### src/rtl/return_addr_stack_if.sv
// Signal bundle between fetch and the return-address stack.
// Optional push_cnt/pop_cnt exist only when RAS_STATS_EN is defined.
interface return_addr_stack_if #(
  parameter int AW = 32
);
  // push/pop are single-cycle strobes taken on the rising edge when stall is low.
  // There is no back-pressure: every unstalled strobe is accepted that cycle.
  logic          stall;
  logic          push;
  logic [AW-1:0] push_addr;
  logic          pop;
  logic [AW-1:0] ret_addr;
  logic          empty;
  logic          full;
  logic          overflow;
  logic          underflow;
`ifdef RAS_STATS_EN
  logic [15:0]   push_cnt;
  logic [15:0]   pop_cnt;
`endif

  modport master (
    output stall, push, push_addr, pop,
    input  ret_addr, empty, full, overflow, underflow
`ifdef RAS_STATS_EN
    , input push_cnt, pop_cnt
`endif
  );

  modport slave (
    input  stall, push, push_addr, pop,
    output ret_addr, empty, full, overflow, underflow
`ifdef RAS_STATS_EN
    , output push_cnt, pop_cnt
`endif
  );
endinterface

### src/rtl/return_addr_stack.sv
// Circular return-address stack feeding the fetch PC mux; overflow drops the oldest entry.
// Define RAS_STATS_EN to add saturating push/pop counters.
module return_addr_stack #(
  parameter int DEPTH = 8,
  parameter int AW    = 32
) (
  input  logic                clk,
  input  logic                reset,
  return_addr_stack_if.slave  bus
);
  localparam int PW = $clog2(DEPTH);
  localparam logic [PW:0]   FULL_CNT = (PW+1)'(DEPTH);
  localparam logic [PW-1:0] ONE_PTR  = PW'(1);

  logic [AW-1:0] mem_q [DEPTH];
  logic [PW-1:0] tos_q, tos_d;
  logic [PW:0]   count_q, count_d;
  logic          overflow_q, overflow_d;
  logic          underflow_q, underflow_d;

  logic          we;
  logic [PW-1:0] waddr;
  logic          do_push, do_pop, is_empty, is_full;

  assign do_push  = bus.push & ~bus.stall;
  assign do_pop   = bus.pop  & ~bus.stall;
  assign is_empty = (count_q == '0);
  assign is_full  = (count_q == FULL_CNT);

  always_comb begin
    tos_d       = tos_q;
    count_d     = count_q;
    overflow_d  = overflow_q;
    underflow_d = underflow_q;
    we          = 1'b0;
    waddr       = tos_q;
    if (do_push && do_pop && !is_empty) begin
      // Return immediately followed by a call: the top entry is replaced in place.
      we    = 1'b1;
      waddr = tos_q;
    end else if (do_push) begin
      we    = 1'b1;
      tos_d = tos_q + ONE_PTR;
      waddr = tos_q + ONE_PTR;
      if (is_full) overflow_d = 1'b1;
      else         count_d    = count_q + 1'b1;
    end else if (do_pop) begin
      if (is_empty) begin
        underflow_d = 1'b1;
      end else begin
        tos_d   = tos_q - ONE_PTR;
        count_d = count_q - 1'b1;
      end
    end
  end

  always_ff @(posedge clk or negedge reset) begin
    if (!reset) begin
      for (int i = 0; i < DEPTH; i++) mem_q[i] <= '0;
      tos_q       <= '0;
      count_q     <= '0;
      overflow_q  <= 1'b0;
      underflow_q <= 1'b0;
    end else begin
      if (we) mem_q[waddr] <= bus.push_addr;
      tos_q       <= tos_d;
      count_q     <= count_d;
      overflow_q  <= overflow_d;
      underflow_q <= underflow_d;
    end
  end

  assign bus.ret_addr  = is_empty ? '0 : mem_q[tos_q];
  assign bus.empty     = is_empty;
  assign bus.full      = is_full;
  assign bus.overflow  = overflow_q;
  assign bus.underflow = underflow_q;

`ifdef RAS_STATS_EN
  logic [15:0] push_cnt_q, push_cnt_d;
  logic [15:0] pop_cnt_q, pop_cnt_d;

  always_comb begin
    push_cnt_d = push_cnt_q;
    pop_cnt_d  = pop_cnt_q;
    if (do_push && push_cnt_q != 16'hFFFF) push_cnt_d = push_cnt_q + 16'd1;
    if (do_pop  && pop_cnt_q  != 16'hFFFF) pop_cnt_d  = pop_cnt_q  + 16'd1;
  end

  always_ff @(posedge clk or negedge reset) begin
    if (!reset) begin
      push_cnt_q <= '0;
      pop_cnt_q  <= '0;
    end else begin
      push_cnt_q <= push_cnt_d;
      pop_cnt_q  <= pop_cnt_d;
    end
  end

  assign bus.push_cnt = push_cnt_q;
  assign bus.pop_cnt  = pop_cnt_q;
`endif
endmodule
### src/flat_wrapper.sv
// flat-port wrapper written by rule: the top's interface ports become plain ports
module return_addr_stack_flat 
#(
  parameter int DEPTH = 8,
  parameter int AW    = 32
)
  (clk, reset, bus_stall, bus_push, bus_push_addr, bus_pop, bus_ret_addr, bus_empty, bus_full, bus_overflow, bus_underflow);
  return_addr_stack_if #(.AW(AW)) bus_i ();
  input  logic clk;
  input  logic reset;
  input wire logic [$bits(bus_i.stall)-1:0] bus_stall;
  input wire logic [$bits(bus_i.push)-1:0] bus_push;
  input wire logic [$bits(bus_i.push_addr)-1:0] bus_push_addr;
  input wire logic [$bits(bus_i.pop)-1:0] bus_pop;
  output wire logic [$bits(bus_i.ret_addr)-1:0] bus_ret_addr;
  output wire logic [$bits(bus_i.empty)-1:0] bus_empty;
  output wire logic [$bits(bus_i.full)-1:0] bus_full;
  output wire logic [$bits(bus_i.overflow)-1:0] bus_overflow;
  output wire logic [$bits(bus_i.underflow)-1:0] bus_underflow;
  assign bus_i.stall = bus_stall;
  assign bus_i.push = bus_push;
  assign bus_i.push_addr = bus_push_addr;
  assign bus_i.pop = bus_pop;
  assign bus_ret_addr = bus_i.ret_addr;
  assign bus_empty = bus_i.empty;
  assign bus_full = bus_i.full;
  assign bus_overflow = bus_i.overflow;
  assign bus_underflow = bus_i.underflow;
  return_addr_stack #(.DEPTH(DEPTH), .AW(AW)) u_core (.clk(clk), .reset(reset), .bus(bus_i));
endmodule
### config.mk
export PLATFORM = sky130hd
export DESIGN_NAME = return_addr_stack_flat
export DESIGN_NICKNAME = d
export VERILOG_FILES = /design/src/rtl/return_addr_stack_if.sv /design/src/rtl/return_addr_stack.sv /design/src/flat_wrapper.sv
export SDC_FILE = /design/constraint.sdc
export NUM_CORES = 1
export LEC_CHECK = 0
export ABC_CLOCK_PERIOD_IN_PS = 3800
export CAP_MARGIN = 0
export CORE_ASPECT_RATIO = 0.8
export CORE_MARGIN = 4
export CORE_UTILIZATION = 60
export CTS_CLUSTER_DIAMETER = 120
export DETAILED_ROUTE_END_ITERATION = 8
export GPL_ROUTABILITY_DRIVEN = 1
export PLACE_DENSITY_LB_ADDON = 0.3
export SLEW_MARGIN = 0
export SYNTH_ARGS = -nofsm -noshare
export SYNTH_HDL_FRONTEND = slang
export SYNTH_SLANG_ARGS = --single-unit
### constraint.sdc
create_clock -name clk -period 3.8 [get_ports clk]
set_clock_uncertainty 0.15 [all_clocks]
set_input_delay 0.57 -clock clk [delete_from_list [all_inputs] [get_ports clk]]
set_output_delay 0.57 -clock clk [all_outputs]
set_load 0.01 [all_outputs]
==> reports/metrics.csv, run 1 <==
stage,metric,value,unit
clocking,Skew-Pair Late Insertion Delay,520,ps
floorplanning,std cell rows,46,
synth,Synth area leader,dfrtp_1,
setup_path,Slowest cell on crit path,or4_1,
clocking,CTS Sinks,265,
sta,final hold vios,0,
sta,actual slew at the worst max-slew pin,978,ps
sta,"Setup violations, final",0,
route,1st-iter DRT viols,478,
clocking,CTS root buf,clkbuf_16,
global_route,first-pass GRT wire length,43400,um
setup_path,WP data arrival,2940,ps
setup_path,Worst setup SP type,flip-flop,
power,PD cells,934,nW/um^2
clocking,Longest Clk Path Bufs,3,
setup_path,WS Path Type,flip-flop to output pin,
place,I/O Buffers,72,
clocking,CTS tree,built,
global_route,GR Overflow Total,0,
setup_path,endpoint class of the critical path,output pin,
setup_path,family with the most delay on the worst path,buffers and inverters,
clocking,"Reg clk slew, reported paths",60,ps
synth,"EDFF count, synth",0,
setup_path,CP peak stage delay,780,ps
setup_path,CP Cell Sequence,or4_1 > inv_4 > buf_4 > nor2_1 > clkdlybuf4s50_1,
finish,final cell count without fillers,1130,
synth,Synth area leaders,"dfrtp_1 (53%), mux2_2 (18%), mux4_2 (12%)",
worst_hold_path,Hold Startpoint,u_core.bus.underflow,
finish,Filler cells,1232,
route,DR DRC count,0,
global_route,vias in the first global route,7787,
place,Placed Instances,1079,
floorplanning,die height,137,um
finish,layout cell share with drive strength beyond 1,0.415,
sta,Final TNS setup,0,ps
route,Avg WL per Cell,23.7,um
clocking,TritonCTS Buffers,27,
run_status,status,"finished, final reports clean",
sta,Tcrit/Tclk final,0.963,
setup_path,R2R cell count,6,
synth,Post-Syn Area,12500,um^2
run,Max Cap Viol,0,
setup_path,Buffers & Inverters on Critical Path,3,
synth,most numerous cell in the Yosys netlist,dfrtp_1,
worst_hold_path,hold worst-path end,u_core.bus.underflow,
synth,"FF+latch count, synth",265,
setup_path,Critical Path RT,3080,ps
route,WL final,26800,um
sta,Final min period,3660,ps
synth,"top cells by count, synth","dfrtp_1 (265), mux2_2 (201), mux4_2 (64), mux2_1 (57), nor2_1 (36)",
floorplanning,core area,20100,um^2
floorplanning,die area,23100,um^2
global_route,antenna violations before repair,0,
sta,RSZ-0062 raised after global routing,no,
synth,synthesized net count,804,
finish,NumNets Final,887,
finish,ANT cells,0,
setup_path,Reg2Reg Setup Slack,690,ps
synth,sequential area share after synthesis,0.532,
place,DPL Wire Length,16700,um
finish,area grow syn2layout,15.9,%
place,routability cong.,0.773,
setup_path,reg2reg end,u_core.mem_q[49],
synth,syn_area_per_cell,16.3,um^2
place,Post-DP Area,13500,um^2
clocking,H-Tree Depth,1,
sta,max frequency,0.273,GHz
floorplanning,Die X,169,um
global_route,gr usage total,0.239,
floorplanning,Initial Utilization,0.620,
synth,Synth warnings,0,
setup_path,CP max FO,18,
worst_hold_path,hold-critical path depth,2,
power,peak supply drop,0.000588,V
synth,"Distinct cells, synth",40,
synth,Synth Flop Type,dfrtp_1,
power,leakage,0.00616,uW
sta,slew margin rel.,0.348,
synth,Async SR Flop Fraction,1.00,
worst_hold_path,Hold Path Class,flip-flop to flip-flop,
finish,"Design Area, Final",14400,um^2
sta,Final Max Tran Viols,0,
finish,Util after Layout,0.719,
synth,Cells after Synth,763,
route,remaining antenna violation count,0,
route,Detailed Routing Iterations Pass 1,5,
synth,Synth top area share,0.532,
route,routed vias/inst,6.27,
setup_path,FF-to-FF Start,u_core.count_q[1],
route,via count,7083,
global_route,largest net degree at the start of global routing,110,
floorplanning,Ports,73,
-- state kept, by name, indices dropped and copies added, names as in the netlist --
signal	flops
u_core.mem_q	256
u_core.count_q	4
u_core.tos_q	3
u_core.bus.overflow	1
u_core.bus.underflow	1
-- how the worst max path moves through the flow --
stage | startpoint | endpoint | slack, ps | cells after the start
floorplan | u_core.tos_q[1] | u_core.mem_q[35] | 750 | 9
global placement | u_core.tos_q[0] | u_core.mem_q[159] | 630 | 6
detailed placement | u_core.tos_q[0] | u_core.mem_q[159] | 540 | 6
CTS | u_core.tos_q[0] | bus_ret_addr[2] | 60 | 5
global route | u_core.count_q[1] | bus_ret_addr[6] | 50 | 5
finish | u_core.count_q[1] | bus_ret_addr[10] | 140 | 5
-- where the power goes --
group | switching (uW) | internal [uW] | total (uW)
logic | 2260 | 3420 | 5680
registers | 922 | 4200 | 5120
clock network | 1080 | 1610 | 2680
-- cells by family after synthesis --
| kind of cell | share of synthesized area |
|---|---|
| adder cells (fa/ha/maj) | 0.00402 |
| XOR/XNOR | 0.00562 |
| flip-flops | 0.532 |
| multiplexers | 0.376 |
| buffers and inverters | 0.0327 |
| AO/OA/AOI/OAI | 0.0296 |
| AND/OR/NAND/NOR | 0.0195 |
-- repair_timing --
| action | in CTS | in global routing |
|---|---|---|
| hold buffers | 1 | 0 |
| resized for setup | 0 | 1 |
| setup endpoints to repair | 0 | 7 |
| hold endpoints to repair | 28 | 0 |
| buffers inserted | 0 | 1 |
-- per-layer routing --
layer	up-vias	share of wire	track usage
met1	3832	0.44	0.334
li1	3020	-	-
met4	0	0.019	0.0572
met5	-	0	0
met3	40	0.046	0.0335
met2	191	0.50	0.406
-- area by class of cell --
type / count / area (um^2) / area share
repair buffers: 104 / 1130 / 0.0780
clock inverters: 10 / 129 / 0.00893
inverters: 5 / 21.3 / 0.00147
multi-input cells: 443 / 5420 / 0.375
flip-flops and latches: 265 / 6640 / 0.460
clock buffers: 39 / 771 / 0.0534
well taps: 264 / 330 / 0.0229
-- worst register-to-register path: stages, from the launching register on --
cell and delay [ps]:
dfrtp_1 450, or4_1 780, inv_4 360, o2111ai_2 260, o32ai_4 330, buf_12 280
mux2_2 400
-- through the flow --
stage	power (uW)	hold slack (ps)	setup slack [ps]
2_1_floorplan	8760	124	755
3_3_place_gp	10400	301	633
3_5_place_dp	10800	306	544
4_1_cts	13500	319	62.2
5_1_grt	14200	338	46.3
6_report	13500	316	142
-- cells in the final DEF, fill, tap and decap left out, drive strengths merged --
cell type	count
o2111ai	1
o22ai	1
o211ai	1
a31oi	1
nor4b	1
nor3	3
a31o	1
o31ai	1
o21a	1
nor2b	3
bufinv	3
nand3b	1
a21oi	4
dfrtp	265
buf	32
clkdlybuf4s50	71
nor3b	1
mux2	258
o32ai	4
or3b	1
nor2	37
clkbuf	39
or4	1
clkinv	6
a211oi	3
a32oi	5
inv	6
ha	4
nand2b	2
mux4	64
dlygate4sd3	1
xor2	1
xnor2	7
mux2i	34
nand2	2
(Power assumes the default switching activity.)
==> run 2: changes to the inputs <==
--- a/config.mk
+++ b/config.mk
@@ -20 +20,2 @@
 export SYNTH_SLANG_ARGS = --single-unit
+export TNS_END_PERCENT = 30
--- a/constraint.sdc
+++ b/constraint.sdc
@@ -4,2 +4,2 @@
 set_output_delay 0.57 -clock clk [all_outputs]
-set_load 0.01 [all_outputs]
+set_load 0.1 [all_outputs]
==> run 2 against run 1 <==
Compared with the run above:
- flip-flop and latch count unchanged
- cell count down 0.71%
- first-iteration DRC count unchanged
- sequential share of layout area is 0.85 points higher
- clock-buffer cell count stayed put
- critical path type unchanged
- highest routed layer unchanged
- core utilization fell by 1.3 points
- global-route usage fell by 0.39 points
- non-clock buffer count down 4
==> reports/metrics.csv, run 2 (synthesis results as in run 1) <==
stage,metric,value,unit
clocking,Hold Buf Count CTS,0,
route,1st-iter DRT viols,478,
floorplanning,Die X,169,um
finish,Largest register FFs,256,
setup_path,CP peak stage delay,660,ps
route,WL final,26400,um
route,Detailed Routing Iterations Pass 1,4,
setup_path,WS Path Type,flip-flop to output pin,
global_route,antenna violations before repair,0,
sta,Tcrit/Tclk final,0.904,
sta,max frequency,0.291,GHz
setup_path,"most used cell, CP",buf_4,
global_route,first-pass GRT wire length,42700,um
clocking,Longest Clk Path Bufs,3,
place,I/O Buffers,72,
global_route,gr usage total,0.235,
floorplanning,std cell rows,46,
finish,Filler cells,1275,
worst_hold_path,Hold Path Class,input pin to async pin,
finish,layout cell share with drive strength beyond 1,0.449,
finish,NumNets Final,882,
place,Post-DP Area,13300,um^2
finish,Util after Layout,0.705,
finish,Top Registers,"u_core.mem_q (256), u_core.count_q (4), u_core.tos_q (3)",
clocking,CTS root buf,clkbuf_16,
setup_path,Worst setup SP type,flip-flop,
floorplanning,Initial Utilization,0.620,
finish,ANT cells,0,
route,Avg WL per Cell,23.6,um
place,DPL Wire Length,16400,um
clocking,Post-CTS Resized,0,
clocking,TritonCTS Buffers,26,
setup_path,family with the most delay on the worst path,buffers and inverters,
clocking,"Reg clk slew, reported paths",60,ps
global_route,largest net degree at the start of global routing,136,
clocking,Post CTS Setup Buffer Count,0,
floorplanning,die area,23100,um^2
route,DR DRC count,0,
sta,Final min period,3440,ps
sta,Final Max Tran Viols,0,
finish,Biggest register,u_core.mem_q,
sta,RSZ-0062 raised after global routing,no,
finish,"commonest non-fill, non-tap cells in the layout","dfrtp_1 (262), mux2_2 (201), mux4_2 (64), mux2_1 (57), buf_4 (56)",
route,remaining antenna violation count,0,
sta,actual slew at the worst max-slew pin,1180,ps
setup_path,CP Cell Sequence,buf_4 > mux4_2 > mux2i_1 > nor2_1 > buf_4,
setup_path,Buffers & Inverters on Critical Path,2,
run_status,status,"finished, final reports clean",
floorplanning,Ports,73,
place,routability cong.,0.812,
global_route,GR Overflow Total,0,
setup_path,endpoint class of the critical path,output pin,
clocking,CTS Sinks,265,
finish,area grow syn2layout,13.7,%
floorplanning,die height,137,um
sta,slew margin rel.,0.213,
run,Max Cap Viol,0,
sta,"Setup violations, final",0,
setup_path,Slowest cell on crit path,buf_4,
setup_path,CP max FO,50,
clocking,Skew-Pair Late Insertion Delay,510,ps
route,via count,6987,
finish,"Design Area, Final",14200,um^2
route,routed vias/inst,6.23,
finish,"commonest non-fill, non-tap cell in the layout",dfrtp_1,
clocking,CTS tree,built,
clocking,H-Tree Depth,1,
floorplanning,core area,20100,um^2
global_route,vias in the first global route,7805,
setup_path,WP data arrival,2720,ps
sta,WHS,44.2,ps
setup_path,Critical Path RT,3080,ps
sta,final hold vios,0,
## run 2: worst paths after layout
check                      cells past startpoint                   end  slack, ps                  from
max                                            5      bus_ret_addr[17]        360       u_core.tos_q[1]
max reg2reg                                    7     u_core.mem_q[191]        600     u_core.count_q[1]
max in group asynchronous                      2      u_core.mem_q[17]       2500                 reset
min in group clk                               2  u_core.bus.underflow        320  u_core.bus.underflow
min reg2reg                                    2  u_core.bus.underflow        320  u_core.bus.underflow
min                                            1     u_core.count_q[3]         40                 reset
## run 2: layout make-up
type                       instances  area (um^2)  share of cell area
sequential                       265         6640               0.468
multi-input combinational        443         5430               0.383
timing repair buffer             100          926              0.0653
clock buffer                      39          751              0.0530
tap                              264          330              0.0233
clock inverter                     6         80.1             0.00565
inverter                           5         20.0             0.00141
## run 2: metal layers
layer / share of wire / global-route usage / vias up
met3: 0.048 / 0.0381 / 38
li1: - / - / 3006
met4: 0.018 / 0.0523 / 0
met1: 0.44 / 0.320 / 3763
met2: 0.50 / 0.406 / 180
met5: 0 / 0 / -
## run 2: worst reg2reg max path: stages, from the launching register on
cell	delay [ps]
dfrtp_1	460
or4_1	590
clkinv_2	100
buf_4	480
o2111ai_2	300
o32ai_4	180
buf_4	410
mux2_2	410
## run 2: through the flow
stage / cells / setup TNS (ps) / worst slack, ps
after floorplan: 763 / -949 / -105
after global placement: 1077 / 0 / 341
after detailed placement: 1077 / 0 / 270
after CTS: 1122 / 0 / 372
after global routing: 1122 / 0 / 258
final: 1122 / 0 / 365
Power of run 2 is left out: the tool's default activity adds up to more than one toggle a clock period on the data nets, which glitch-free logic cannot reach.
